$ cat src/rtl/fb_pkg.sv
// rtl/fb_pkg.sv - frame-buffer geometry, fill FSM states and nibble/byte-enable helpers
//   FRAME_W, FRAME_H    frame size in blokes
//   ROW_WORDS           32-bit words per frame row
//   FRAME_WORDS         words in the whole frame
//   BLOKES_PER_WORD     4-bit blokes packed per word
//   fill_state_t        rect_fill_master state encoding
//   nibble_mask()       slots lo_slot..hi_slot set
//   byte_en()           bytes touched by a nibble mask
//   partial_byte()      some touched byte has only one of its two nibbles covered
package fb_pkg;

  localparam int FRAME_W         = 320;
  localparam int FRAME_H         = 240;
  localparam int ROW_WORDS       = 40;
  localparam int FRAME_WORDS     = 'h2580;
  localparam int BLOKES_PER_WORD = 8;

  typedef enum logic [2:0] {
    ST_IDLE,
    ST_ROW,
    ST_WORD,
    ST_RD,
    ST_RD_WAIT,
    ST_WRITE,
    ST_DONE
  } fill_state_t;

  function automatic logic [7:0] nibble_mask(input logic [2:0] lo_slot, input logic [2:0] hi_slot);
    logic [7:0] m;
    m = '0;
    for (int k = 0; k < 8; k++) begin
      if ((3'(k) >= lo_slot) && (3'(k) <= hi_slot)) m[k] = 1'b1;
    end
    return m;
  endfunction

  function automatic logic [3:0] byte_en(input logic [7:0] mask);
    logic [3:0] be;
    for (int i = 0; i < 4; i++) be[i] = mask[2*i] | mask[2*i+1];
    return be;
  endfunction

  function automatic logic partial_byte(input logic [7:0] mask);
    return (mask[0] ^ mask[1]) | (mask[2] ^ mask[3]) | (mask[4] ^ mask[5]) | (mask[6] ^ mask[7]);
  endfunction

endpackage

$ cat src/rtl/rect_word_merge.sv
// rtl/rect_word_merge.sv - merges the fill colour into a word under a nibble mask
//   rdata       in  32  existing word contents (or the fill word itself for direct writes)
//   fill_color  in  4   palette index written into every masked slot
//   nib_mask    in  8   slot k covers bits [4k+3:4k]
//   wdata       out 32  merged write data
//   wr_be       out 4   byte enables for the touched bytes
module rect_word_merge
  import fb_pkg::*;
(
  input  logic [31:0] rdata,
  input  logic [3:0]  fill_color,
  input  logic [7:0]  nib_mask,
  output logic [31:0] wdata,
  output logic [3:0]  wr_be
);

  always_comb begin
    wdata = rdata;
    for (int k = 0; k < 8; k++) begin
      if (nib_mask[k]) wdata[4*k +: 4] = fill_color;
    end
    wr_be = byte_en(nib_mask);
  end

endmodule

$ cat src/rtl/rect_fill_master.sv
// rtl/rect_fill_master.sv - Avalon-MM initiator filling a rectangle of the 4-bit frame buffer
//   CLK, RESET          clock, synchronous active-high reset
//   cmd_valid/ready     command handshake; ready only while idle
//   cmd_x/y/w/h/color   rectangle origin, size and palette index
//   busy, done          command in progress, one-cycle completion pulse
//   AVL_CS/READ/WRITE   bus strobes, one cycle each, no waitrequest
//   AVL_ADDR            word address r*ROW_WORDS + col/8
//   AVL_BYTE_EN         touched bytes of the word
//   AVL_WRITEDATA       merged write word
//   AVL_READDATA        read data, valid READ_LATENCY cycles after AVL_READ
//   Build option RECT_FILL_CLIP_EN: clip the rectangle to the frame.
module rect_fill_master
  import fb_pkg::*;
#(
  parameter int READ_LATENCY = 2
) (
  input  logic        CLK,
  input  logic        RESET,
  input  logic        cmd_valid,
  output logic        cmd_ready,
  input  logic [8:0]  cmd_x,
  input  logic [7:0]  cmd_y,
  input  logic [8:0]  cmd_w,
  input  logic [7:0]  cmd_h,
  input  logic [3:0]  cmd_color,
  output logic        busy,
  output logic        done,
  output logic        AVL_CS,
  output logic        AVL_READ,
  output logic        AVL_WRITE,
  output logic [16:0] AVL_ADDR,
  output logic [3:0]  AVL_BYTE_EN,
  output logic [31:0] AVL_WRITEDATA,
  input  logic [31:0] AVL_READDATA
);

  localparam logic [3:0] RL = 4'(READ_LATENCY);

  fill_state_t state, state_nxt;

  logic [8:0]  x0_q, x1_q;
  logic [7:0]  row_q, ybot_q;
  logic [5:0]  wcol_q;
  logic [16:0] base_q;
  logic [3:0]  color_q;
  logic [31:0] rdata_q;
  logic [3:0]  cnt_q;

  logic        accept;
  logic        acc_empty;
  logic [8:0]  acc_x1;
  logic [7:0]  acc_yb;

  assign accept = cmd_valid && (state == ST_IDLE);

`ifdef RECT_FILL_CLIP_EN
  logic [9:0] x1_full;
  logic [8:0] yb_full;
  always_comb begin
    x1_full   = {1'b0, cmd_x} + {1'b0, cmd_w} - 10'd1;
    yb_full   = {1'b0, cmd_y} + {1'b0, cmd_h} - 9'd1;
    acc_empty = (cmd_w == 9'd0) || (cmd_h == 8'd0) ||
                (cmd_x >= 9'(FRAME_W)) || (cmd_y >= 8'(FRAME_H));
    acc_x1    = (x1_full > 10'(FRAME_W - 1)) ? 9'(FRAME_W - 1) : x1_full[8:0];
    acc_yb    = (yb_full > 9'(FRAME_H - 1)) ? 8'(FRAME_H - 1) : yb_full[7:0];
  end
`else
  always_comb begin
    acc_empty = (cmd_w == 9'd0) || (cmd_h == 8'd0);
    acc_x1    = cmd_x + cmd_w - 9'd1;
    acc_yb    = cmd_y + cmd_h - 8'd1;
  end
`endif

  // Word-column bookkeeping. Only the first and last word of a row can be
  // partial, so the word after the current one always starts at slot 0.
  logic [5:0]  c0, c1, nxt_col;
  logic [2:0]  cur_lo, cur_hi, nxt_hi;
  logic [7:0]  cur_mask, nxt_mask;
  logic        last_col, last_row;
  logic [16:0] word_addr;

  always_comb begin
    c0        = x0_q[8:3];
    c1        = x1_q[8:3];
    nxt_col   = wcol_q + 6'd1;
    cur_lo    = (wcol_q == c0) ? x0_q[2:0] : 3'd0;
    cur_hi    = (wcol_q == c1) ? x1_q[2:0] : 3'd7;
    nxt_hi    = (nxt_col == c1) ? x1_q[2:0] : 3'd7;
    cur_mask  = nibble_mask(cur_lo, cur_hi);
    nxt_mask  = nibble_mask(3'd0, nxt_hi);
    last_col  = (wcol_q == c1);
    last_row  = (row_q == ybot_q);
    word_addr = base_q + {11'd0, wcol_q};
  end

  // Direct writes merge against the fill word so the whole bus word is fill.
  logic [31:0] merge_rd, m_wdata;
  logic [3:0]  m_be;

  assign merge_rd = (state == ST_WRITE) ? rdata_q : {8{color_q}};

  rect_word_merge u_merge (
    .rdata      (merge_rd),
    .fill_color (color_q),
    .nib_mask   (cur_mask),
    .wdata      (m_wdata),
    .wr_be      (m_be)
  );

  // State register
  always_ff @(posedge CLK) begin
    if (RESET) state <= ST_IDLE;
    else       state <= state_nxt;
  end

  // Next state. The word-issue states enter ST_WORD for a direct write or
  // ST_RD for a read-modify-write, so a direct word costs a single cycle.
  always_comb begin
    state_nxt = state;
    case (state)
      ST_IDLE:    if (accept) state_nxt = acc_empty ? ST_DONE : ST_ROW;
      ST_ROW:     state_nxt = partial_byte(cur_mask) ? ST_RD : ST_WORD;
      ST_WORD, ST_WRITE: begin
        if (!last_col)      state_nxt = partial_byte(nxt_mask) ? ST_RD : ST_WORD;
        else if (!last_row) state_nxt = ST_ROW;
        else                state_nxt = ST_DONE;
      end
      ST_RD:      state_nxt = ST_RD_WAIT;
      ST_RD_WAIT: if (cnt_q == RL) state_nxt = ST_WRITE;
      ST_DONE:    state_nxt = ST_IDLE;
      default:    state_nxt = ST_IDLE;
    endcase
  end

  // Outputs
  always_comb begin
    cmd_ready     = (state == ST_IDLE);
    busy          = (state != ST_IDLE);
    done          = (state == ST_DONE);
    AVL_CS        = 1'b0;
    AVL_READ      = 1'b0;
    AVL_WRITE     = 1'b0;
    AVL_ADDR      = '0;
    AVL_BYTE_EN   = '0;
    AVL_WRITEDATA = '0;
    case (state)
      ST_RD: begin
        AVL_CS   = 1'b1;
        AVL_READ = 1'b1;
        AVL_ADDR = word_addr;
      end
      ST_WORD, ST_WRITE: begin
        AVL_CS        = 1'b1;
        AVL_WRITE     = 1'b1;
        AVL_ADDR      = word_addr;
        AVL_BYTE_EN   = m_be;
        AVL_WRITEDATA = m_wdata;
      end
      default: ;
    endcase
  end

  // Datapath
  always_ff @(posedge CLK) begin
    if (RESET) begin
      x0_q    <= '0;
      x1_q    <= '0;
      row_q   <= '0;
      ybot_q  <= '0;
      wcol_q  <= '0;
      base_q  <= '0;
      color_q <= '0;
      rdata_q <= '0;
      cnt_q   <= '0;
    end else begin
      case (state)
        ST_IDLE: begin
          if (accept) begin
            x0_q    <= cmd_x;
            x1_q    <= acc_x1;
            row_q   <= cmd_y;
            ybot_q  <= acc_yb;
            wcol_q  <= cmd_x[8:3];
            color_q <= cmd_color;
          end
        end
        // row * 40 as (row << 5) + (row << 3)
        ST_ROW: base_q <= ({9'd0, row_q} << 5) + ({9'd0, row_q} << 3);
        ST_WORD, ST_WRITE: begin
          if (!last_col) begin
            wcol_q <= nxt_col;
          end else if (!last_row) begin
            row_q  <= row_q + 8'd1;
            wcol_q <= c0;
          end
        end
        ST_RD: cnt_q <= 4'd1;
        ST_RD_WAIT: begin
          cnt_q <= cnt_q + 4'd1;
          if (cnt_q == RL) rdata_q <= AVL_READDATA;
        end
        default: ;
      endcase
    end
  end

endmodule
$ cat config.mk
export PLATFORM = sky130hd
export DESIGN_NAME = rect_fill_master
export DESIGN_NICKNAME = d
export VERILOG_FILES = /design/src/rtl/fb_pkg.sv /design/src/rtl/rect_word_merge.sv /design/src/rtl/rect_fill_master.sv
export SDC_FILE = /design/constraint.sdc
export NUM_CORES = 1
export LEC_CHECK = 0
export BUFFER_PORTS_ARGS = -buffer_cell sky130_fd_sc_hd__buf_2
export CELL_PAD_IN_SITES_DETAIL_PLACEMENT = 1
export CELL_PAD_IN_SITES_GLOBAL_PLACEMENT = 1
export CORE_MARGIN = 2
export CORE_UTILIZATION = 42
export CTS_BUF_LIST = sky130_fd_sc_hd__clkbuf_2 sky130_fd_sc_hd__clkbuf_4 sky130_fd_sc_hd__clkbuf_8
export DETAILED_ROUTE_END_ITERATION = 16
export GPL_TIMING_DRIVEN = 0
export HOLD_SLACK_MARGIN = 0.06
export PLACE_DENSITY = 0.89
export SYNTH_ARGS = -nofsm -noshare
export SYNTH_HDL_FRONTEND = slang
export SYNTH_HIERARCHICAL = 1
export SYNTH_SLANG_ARGS = --single-unit
$ cat constraint.sdc
create_clock -name CLK -period 2.9 [get_ports CLK]
set_input_delay 0.145 -clock CLK [delete_from_list [all_inputs] [get_ports CLK]]
set_output_delay 0.145 -clock CLK [all_outputs]
set_load 0.02 [all_outputs]
==> flow_metrics.py <==
metrics = {
    "run_status": {
        "status": "completed",
    },
    "global_routing": {
        "grt_pass1_wl_mm": 41.5,
        "track_usage_pct": 30.1,
        "grt_max_degree": 15,
        "antenna_found_initial": 0,
        "overflow": 0,
        "grt_pass1_vias": 7824,
    },
    "timing": {
        "min_period_over_period_pct": 97.9,
        "tightestPinTransition_ps": 807,
        "finalMaxSlewViolations": 0,
        "setup_ws_ps": 61.2,
        "layout_min_cycle_time_ps": 2840,
        "max_freq_mhz": 352,
        "hold_viol_final": 0,
        "hold_slack_ps": 128,
        "skew_ps": 16.8,
        "setup_viol": 0,
        "slew_headroom_pct": 45.6,
    },
    "pwr": {
        "ir_worst_vdd_mv": 0.430,
        "p_per_area_mw_per_mm2": 769,
        "p_leak_nw": 4.08,
        "p_total_mw": 6.55,
    },
    "hold_path": {
        "hp-start": "AVL_READDATA[30]",
        "hold_path_class": "input port to register",
    },
    "final_layout": {
        "area_growth_pct": 24.7,
        "layout.nets": 1220,
        "final_common_cell": "nand2_1",
        "stdcell_count": 1322,
        "fin_area_mm2": 0.00852,
        "mostFrequentLayoutCells": "152 x nand2_1, 134 x buf_2, 99 x a21oi_1",
        "drive_gt1_share_pct": 17.1,
        "antennaDiodeCount": 0,
    },
    "routing": {
        "vias": 7442,
        "first_pass_iters": 4,
        "routed_wl_mm": 27.0,
        "route.detailed.wl_per_inst_um": 20.4,
        "remaining_drc_errors": 0,
        "drt.antenna.violating_nets": 0,
        "via_per_inst": 5.63,
        "drt_first_iter_violations": 479,
    },
    "cts": {
        "clock_path_buffers": 2,
        "cts_buffers": 9,
        "htreeDepth": 3,
        "clkSinkCount": 94,
        "insertion_delay_ps": 400,
        "cts_tree": "done",
        "cts.root.buffer_cell": "clkbuf_8",
        "cts.clk_slew.worst_paths_ps": 100,
    },
    "yosys": {
        "synth.top_cell.area_share_pct": 27.5,
        "ys.flop_type": "dfxtp_1",
        "ys_ff_latch": 94,
        "synth_area_mm2": 0.00684,
        "yosysWarnings": 6,
        "syn_avg_cell_area_um2": 7.49,
        "synthCells": 913,
        "synth_area_leaders": "dfxtp_1 28%, nand2_1 8.3%, a21oi_1 7.5%, ha_1 7.5%, mux2_1 5.3%",
        "ys_seq_area_share_pct": 27.5,
        "synth-async-reset-ratio_pct": 0,
        "synth-edff-count": 0,
        "yosys.area_share.adder_pct": 8.67,
        "muxShareOfSynthArea_pct": 6.88,
        "yosysUniqueCellTypes": 64,
        "synth_compound_area_share_pct": 18.2,
        "synthSimpleGateAreaFrac_pct": 24.1,
        "synth_top_family_by_area": "simple AND/OR/NAND/NOR gates",
        "synth_xor_area_share_pct": 6.88,
        "synth_top_area_cell": "dfxtp_1",
    },
    "placement": {
        "place_worst_setup_slack_ps": 170,
        "gp_congestion": 0.918,
        "dp_cells": 1258,
        "numPortBuffers": 128,
        "hpwl_mm": 17.7,
        "dpl_cell_area_mm2": 0.00775,
    },
    "worst_setup_path": {
        "startpoint": "wcol_q[4]",
        "slowest_stage": "mux2_1",
        "slowest_delay_ps": 430,
        "worstSetupPathType": "register to primary output",
        "arrival_ps": 2690,
        "path_cells": "buf_4, xnor2_1, nand4_1, nor2_4, o21ai_0, mux2_1, and2_1, buf_2",
        "worstReg2RegStart": "state[0]",
        "worst_setup_path_start_kind": "register",
        "worstPathMaxFanout": 7,
        "end_kind": "primary output",
        "cp.required_ps": 2760,
    },
    "floorplan": {
        "pin_count": 132,
        "row_count": 46,
        "core_mm2": 0.0159,
        "start_util_pct": 43.0,
        "dieArea_mm2": 0.0173,
        "die_h_um": 132,
        "die_x_um": 132,
    },
    "run": {
        "cap_violations": 0,
    },
}
[sequential cells by signal, summed over array words and instances, names as in the netlist]
signal and flops:
x1_q 9, color_q 4, state 3, rdata_q 32, cnt_q 4, x0_q 9
wcol_q 6, ybot_q 8, base_q 11, row_q 8
[synth_stat cells, drive strengths merged (11+ instances only)]
library cell / n
nand2: 153
a21oi: 103
dfxtp: 94
inv: 75
nor2: 51
clkbuf: 45
and2: 44
ha: 41
a21o: 40
xnor2: 37
mux2: 32
o21ai: 21
nor3: 18
nor2b: 16
xor2: 15
nand3: 13
buf: 12
mux2i: 11
[kinds of logic (layout without fill, tap and decap cells)]
group           after synthesis  in the layout
compound gates              204            204
flops                        94             94
buf+inv                     132            324
mux                          43             43
simple gates                342            342
fa+ha+maj                    45             45
other cells                   1              2
xor+xnor                     52             52
[critical path: cells and delay by family, from the launching register on]
family	cells	cell delay, ps
AO/OA/AOI/OAI	1	340
AND/OR/NAND/NOR	3	640
multiplexers	1	430
XOR/XNOR	1	200
flip-flops	1	360
buffers and inverters	2	330
[routing by layer]
metal  track usage [%]  vias up  wire length [µm]
li1                  -     3427                 -
met1              34.3     3628             10800
met2              53.0      301             13400
met3              4.82       86              1480
met4              17.6        0              1270
met5                 0        -                 0
[path summary, 6_finish.rpt]
kind | to | slack, ps | cells past startpoint
worst max-delay path | AVL_WRITEDATA[0] | 60 | 8
worst min-delay path | rdata_q[30] | 130 | 3
worst max register to register | rdata_q[10] | 400 | 7
worst min register to register | rdata_q[4] | 470 | 2
[report_power, final]
part / switching (mW) / total, mW / internal, mW
combinational: 2.28 / 3.75 / 1.46
clock: 0.516 / 1.00 / 0.487
sequential: 0.300 / 1.80 / 1.50
total: 3.10 / 6.55 / 3.45
[repair_timing]
action,CTS,global route
buffers inserted,1,2
hold endpoints to repair,46,0
resized for setup,7,22
pin swaps,1,3
endpoints found under the setup margin,31,36
hold buffers,46,0
[cell type report]
cell class,instances,area (µm²)
inverters,75,282
flip-flops and latches,94,1890
plain buffers,57,251
multi-input cells,688,4510
repair buffers,177,1120
clock inverters,5,75.1
well taps,216,270
fillers,2053,7360
clock buffers,10,131
[stage by stage]
stage | setup TNS, ps | util [%]
after floorplan | 0 | -
after global placement | 0 | 48.8
after detailed placement | 0 | 48.8
after CTS | 0 | 53.2
after global routing | -79.4 | 53.7
final | 0 | 53.7
Note: power is estimated with default switching activity, not from simulation.
